<file path="config.mk">
export PLATFORM = sky130hd
export DESIGN_NAME = d_word_serializer
export DESIGN_NICKNAME = d
export VERILOG_FILES = /design/src/rtl/d_word_serializer.sv
export SDC_FILE = /design/constraint.sdc
export NUM_CORES = 1
export LEC_CHECK = 0
export CAP_MARGIN = 20
export CORE_MARGIN = 5
export CORE_UTILIZATION = 35
export CTS_CLUSTER_SIZE = 28
export DETAILED_ROUTE_END_ITERATION = 7
export DONT_BUFFER_PORTS = 1
export MAX_ROUTING_LAYER = met4
export PLACE_DENSITY = 0.47
export SETUP_SLACK_MARGIN = 0.1
export SYNTH_ARGS = -nofsm -noshare
export SYNTH_HDL_FRONTEND = slang
export SYNTH_SLANG_ARGS = --single-unit
</file>
<file path="constraint.sdc">
create_clock -name clk -period 1.3 [get_ports clk]
set_input_delay 0.26 -clock clk [delete_from_list [all_inputs] [get_ports clk]]
set_output_delay 0.26 -clock clk [all_outputs]
set_load 0.05 [all_outputs]
</file>
<file path="src/rtl/d_word_serializer.sv">
// Parallel-to-serial word transmitter with complementary serial outputs and ready/busy/done status.
// Optional even-parity trailer bit enabled by defining D_SERIAL_PARITY_EN.
module d_word_serializer #(
    parameter int unsigned WIDTH     = 8,
    parameter bit          MSB_FIRST = 1'b1
) (
    input  logic             clk,
    input  logic             reset,
    input  logic [WIDTH-1:0] D,
    input  logic             E,
    output logic             Q,
    output logic             Qnot,
    output logic             ready,
    output logic             busy,
    output logic             done
);

`ifdef D_SERIAL_PARITY_EN
    localparam int unsigned NBITS = WIDTH + 1;
`else
    localparam int unsigned NBITS = WIDTH;
`endif
    localparam int unsigned CNT_W = $clog2(NBITS + 1);

    typedef enum logic [1:0] {
        IDLE  = 2'd0,
        SHIFT = 2'd1,
        DONE  = 2'd2
    } state_t;

    state_t           state;
    state_t           state_d;
    logic [WIDTH-1:0] shreg;
    logic [WIDTH-1:0] shreg_d;
    logic [WIDTH-1:0] shifted;
    logic [CNT_W-1:0] cnt;
    logic [CNT_W-1:0] cnt_d;
    logic             q_d;
`ifdef D_SERIAL_PARITY_EN
    logic             parity;
    logic             parity_d;
`endif

    // Bit that goes on the wire first for a word in the shift register
    function automatic logic lead_bit(input logic [WIDTH-1:0] w);
        return MSB_FIRST ? w[WIDTH-1] : w[0];
    endfunction

    assign shifted = MSB_FIRST ? (shreg << 1) : (shreg >> 1);

    // Next-state and next-output logic; cnt counts bits already presented on Q
    always_comb begin
        state_d  = state;
        shreg_d  = shreg;
        cnt_d    = cnt;
        q_d      = 1'b0;
`ifdef D_SERIAL_PARITY_EN
        parity_d = parity;
`endif
        case (state)
            IDLE: begin
                if (E) begin
                    state_d  = SHIFT;
                    shreg_d  = D;
                    cnt_d    = CNT_W'(1);
                    q_d      = lead_bit(D);
`ifdef D_SERIAL_PARITY_EN
                    parity_d = ^D;
`endif
                end
            end
            SHIFT: begin
                if (cnt == CNT_W'(NBITS)) begin
                    state_d = DONE;
                    cnt_d   = '0;
                    shreg_d = '0;
                end else begin
                    cnt_d = cnt + CNT_W'(1);
`ifdef D_SERIAL_PARITY_EN
                    if (cnt == CNT_W'(WIDTH)) begin
                        q_d = parity;
                    end else begin
                        shreg_d = shifted;
                        q_d     = lead_bit(shifted);
                    end
`else
                    shreg_d = shifted;
                    q_d     = lead_bit(shifted);
`endif
                end
            end
            DONE: begin
                state_d = IDLE;
            end
            default: begin
                state_d = IDLE;
            end
        endcase
    end

    // State and registered outputs; Q and Qnot come from the same next value so they never skew
    always_ff @(posedge clk) begin
        if (reset) begin
            state  <= IDLE;
            shreg  <= '0;
            cnt    <= '0;
            Q      <= 1'b0;
            Qnot   <= 1'b1;
            ready  <= 1'b1;
            busy   <= 1'b0;
            done   <= 1'b0;
`ifdef D_SERIAL_PARITY_EN
            parity <= 1'b0;
`endif
        end else begin
            state  <= state_d;
            shreg  <= shreg_d;
            cnt    <= cnt_d;
            Q      <= q_d;
            Qnot   <= ~q_d;
            ready  <= (state_d == IDLE);
            busy   <= (state_d != IDLE);
            done   <= (state_d == DONE);
`ifdef D_SERIAL_PARITY_EN
            parity <= parity_d;
`endif
        end
    end

endmodule
</file>
==> impl_summary.md <==
Status
The flow ran to the end, and the final reports show no timing, DRC or antenna violations.

Logic synthesis
By area the synthesized netlist is led by dfxtp_1 (48%), nor2_1 (5.5%), a21oi_1 (5.3%). The async set-reset flop share out of synthesis is 0%. The share of synthesized area in the top cell type comes to ~48%. During synthesis, Yosys emitted a total of 0 warnings. The cell area after synthesis is roughly 750 µm². Of all cell types, the one taking the most synthesized area is dfxtp_1.

The fraction of the yosys area taken by sequential cells is 47.8%. The mean instance size in the synthesized netlist is between 9 and 10 µm². After synthesis, the most frequently instantiated cells are dfxtp_1 (18), nor2_1 (11), a21oi_1 (8).

The count of cell types in the netlist is 29. The number of enable flip-flop cells after synthesis is 0. In the post-synthesis netlist, the cell with the most instances is dfxtp_1.

When the netlist entered floorplanning its net count stood at between 90 and 100. For this run, the leading register cell type out of synthesis is dfxtp_1. The number of instances in the synthesized netlist is 82. The synthesized design contains 18 register bits.

STA
The time the final worst path needs with I/O delays and setup is between 1000 and 1500 ps. The clock arrives with about 0.73 ps of skew. Setup repair after global routing could not meet its margin everywhere. Headroom to the max-slew limit came out at a little over four fifths. At the pin with the least slew margin, the transition time is about 240 ps. The summed negative setup slack over all endpoints is 0 ps. The worst path uses 91.8% of the clock period.

The highest clock rate is 838 MHz. The number of failing setup endpoints in the final timing report is 0. The number of pins with negative max-slew slack in the final report came to 0. The least setup slack across all paths after layout is 106 ps. The number of hold-slack violations in the final timing report is 0.

Drt
The remaining number of nets flagged by the antenna check after routing is 0. The number of violations reported at the end of detailed-routing iteration 0 is 4. For this run, design rule violations remaining after detail routing come to 0. The detail-routed net length per standard cell is 14.2 µm.

The number of iterations in the first detailed-routing pass is 3. The total number of vias is 636. The per-cell via count in the routed design is between 5 and 6. The wire length after detailed routing is approximately 1700 µm.

Placement
Timing analysis after detailed placement gives a worst setup slack of about 32 ps. Port buffering added 0 buffers. At the end of routability-driven placement, the weighted congestion stood at 0.692. Once detailed placement completed, the half-perimeter wirelength came to 1220 µm.

Worst setup path
The setup check on the worst reg-to-reg path leaves a slack of roughly 110 ps. STA classifies the critical path startpoint as a flop. The worst register-to-register path has a depth of 6.

The critical path required time is roughly 1500 ps. The origin of the critical flop-to-flop path is cnt[0]. The critical path is of the flop to flop type. The worst setup path is captured at a flop. In this run the critical register-to-register path is captured at shreg[2].

The critical-path maximum fanout is 6. The data arrival time of the worst path is 1420 ps.

Die
The core region is between 0.002 and 0.0025 mm². 16 I/O pins were placed. In this run the vertical extent of the chip is roughly 56 µm.

The floorplan has 16 rows. The die is approximately 56 µm wide. The floorplan die area is about 0.0032 mm². The initial utilization of the core area, before any placement, comes to a little under two fifths.

Power
Registers are responsible for a little under three fifths of the overall power. Power spread over the standard cell area amounts to between 1000 and 1500 mW/mm². Net switching is a little over a quarter of the power. The share of total power dissipated in the clock network is between 20 and 30%. The analysis attributes to cell leakage a power of between 0.3 and 0.4 nW.

The worst ir drop on vdd is around 0.0007 V. Summed over all nets, the switching power comes to around 0.31 mW. The proportion of power drawn by combinational gates is between 15 and 20%. Internal power comes to roughly 0.85 mW.

Min path
The worst-case hold path end point is cnt[1]. The path category of the worst min-delay check is input pin to flop. The source of the worst hold timing path is reset.

The depth of the worst hold-timing path is 1.

Global route
The total overflow left after global routing is 0. The via count of the first global-routing pass was approximately 630. The pin count of the biggest net entering global routing is 19. The aggregate global-route resource usage is about an eighth.

The first global-routing pass estimated ~2900 µm of wire. The initial antenna violation count is 0.

Final layout
The layout cell share with drive strength beyond 1 is a little under half. The net count of the finished layout is roughly 110. The diode insertion count for antenna repair is 0.

Compared with the post-synthesis result, the final layout area differs by 30.5%.

Clock tree
The clock buffer count from CTS is 3. The later-pin clock latency in the skew report is 290 ps. The number of H-tree levels is 1. The buffer cell driving the clock tree root is clkbuf_4. The number of buffers on the longest clock path is 2. TritonCTS built the clock tree. The number of hold buffers added after CTS was 0.

The TritonCTS sink count is 18. Clock-pin slew was measured on the worst setup and hold paths at approximately 100 ps.

Run
The number of max-cap violations is 0.
flip-flops by register name (all words and copies together), names as in the netlist:
register / flops
Q: 1
cnt: 4
busy: 1
done: 1
shreg: 7
state: 2
ready: 1
Qnot: 1
kinds of logic after synthesis:
kind of cell / count (synthesis) / synth area share [%]
buf+inv: 9 / 6.30
flops: 18 / 47.8
fa+ha+maj: 2 / 3.32
simple gates: 30 / 20.2
compound gates: 23 / 22.4
worst max-delay path, stage by stage (launching register included):
cell	delay (ps)
dfxtp_2	350
inv_2	50
ha_4	140
nand3b_1	170
buf_6	160
nand3_1	90
a211oi_2	170
routing by layer:
metal	GRT usage, %	routed length [µm]	vias up
met4	3.05	10	0
met2	17.2	719	17
li1	-	-	322
met5	-	0	-
met1	14.2	874	295
met3	5.50	119	2
per-stage QoR:
| step | power, mW | hold WS [ps] | instance area [µm²] | instances | utilization, % |
|---|---|---|---|---|---|
| after global routing | 1.23 | -6.81 | 985 | 121 | 49.2 |
| after detailed placement | 0.790 | 329 | 835 | 114 | 41.7 |
| final | 1.17 | 16.3 | 985 | 121 | 49.2 |
| after floorplan | 0.748 | 407 | 754 | 82 | - |
| after global placement | 0.788 | 329 | 835 | 114 | 41.7 |
| after CTS | 1.16 | 1.37 | 933 | 120 | 46.6 |
final cells by class:
type	count	area [µm²]
repair buffers	13	105
clock buffers	4	36.3
fillers	200	1020
multi-input cells	56	427
well taps	27	33.8
flip-flops and latches	18	372
inverters	3	11.3
how the worst max path moves through the flow:
| stage | startpoint | endpoint | slack, ps | cells past startpoint |
|---|---|---|---|---|
| floorplan | cnt[0] | shreg[1] | 110 | 6 |
| global placement | state[0] | Qnot | 50 | 3 |
| detailed placement | cnt[0] | shreg[5] | 30 | 6 |
| CTS | state[0] | Qnot | 90 | 3 |
| global route | cnt[0] | shreg[5] | 10 | 6 |
| finish | cnt[0] | shreg[2] | 110 | 6 |
power groups by stage:
| stage | clock (mW) | combinational [mW] | sequential (mW) |
|---|---|---|---|
| after detailed placement | 0 | 0.142 | 0.649 |
| after global placement | 0 | 0.141 | 0.647 |
| after global routing | 0.382 | 0.197 | 0.648 |
| final | 0.346 | 0.178 | 0.644 |
| after floorplan | 0 | 0.103 | 0.644 |
| after CTS | 0.360 | 0.164 | 0.638 |
what timing repair did:
item	in CTS	in global routing
pin swaps	4	6
resized for setup	14	14
setup buffers	2	0
setup endpoints to repair	13	18
hold endpoints to repair	0	9
cloned	0	1
layout by cell type, fill, tap and decap left out, drive strengths merged, types with 2 or more instances in the layout:
cell / n
a211oi: 7
a21oi: 8
a22oi: 2
and2b: 2
buf: 13
clkbuf: 4
dfxtp: 18
ha: 2
inv: 3
nand3: 7
nor2: 11
nor3: 2
Power figures use the tool's default switching activity.
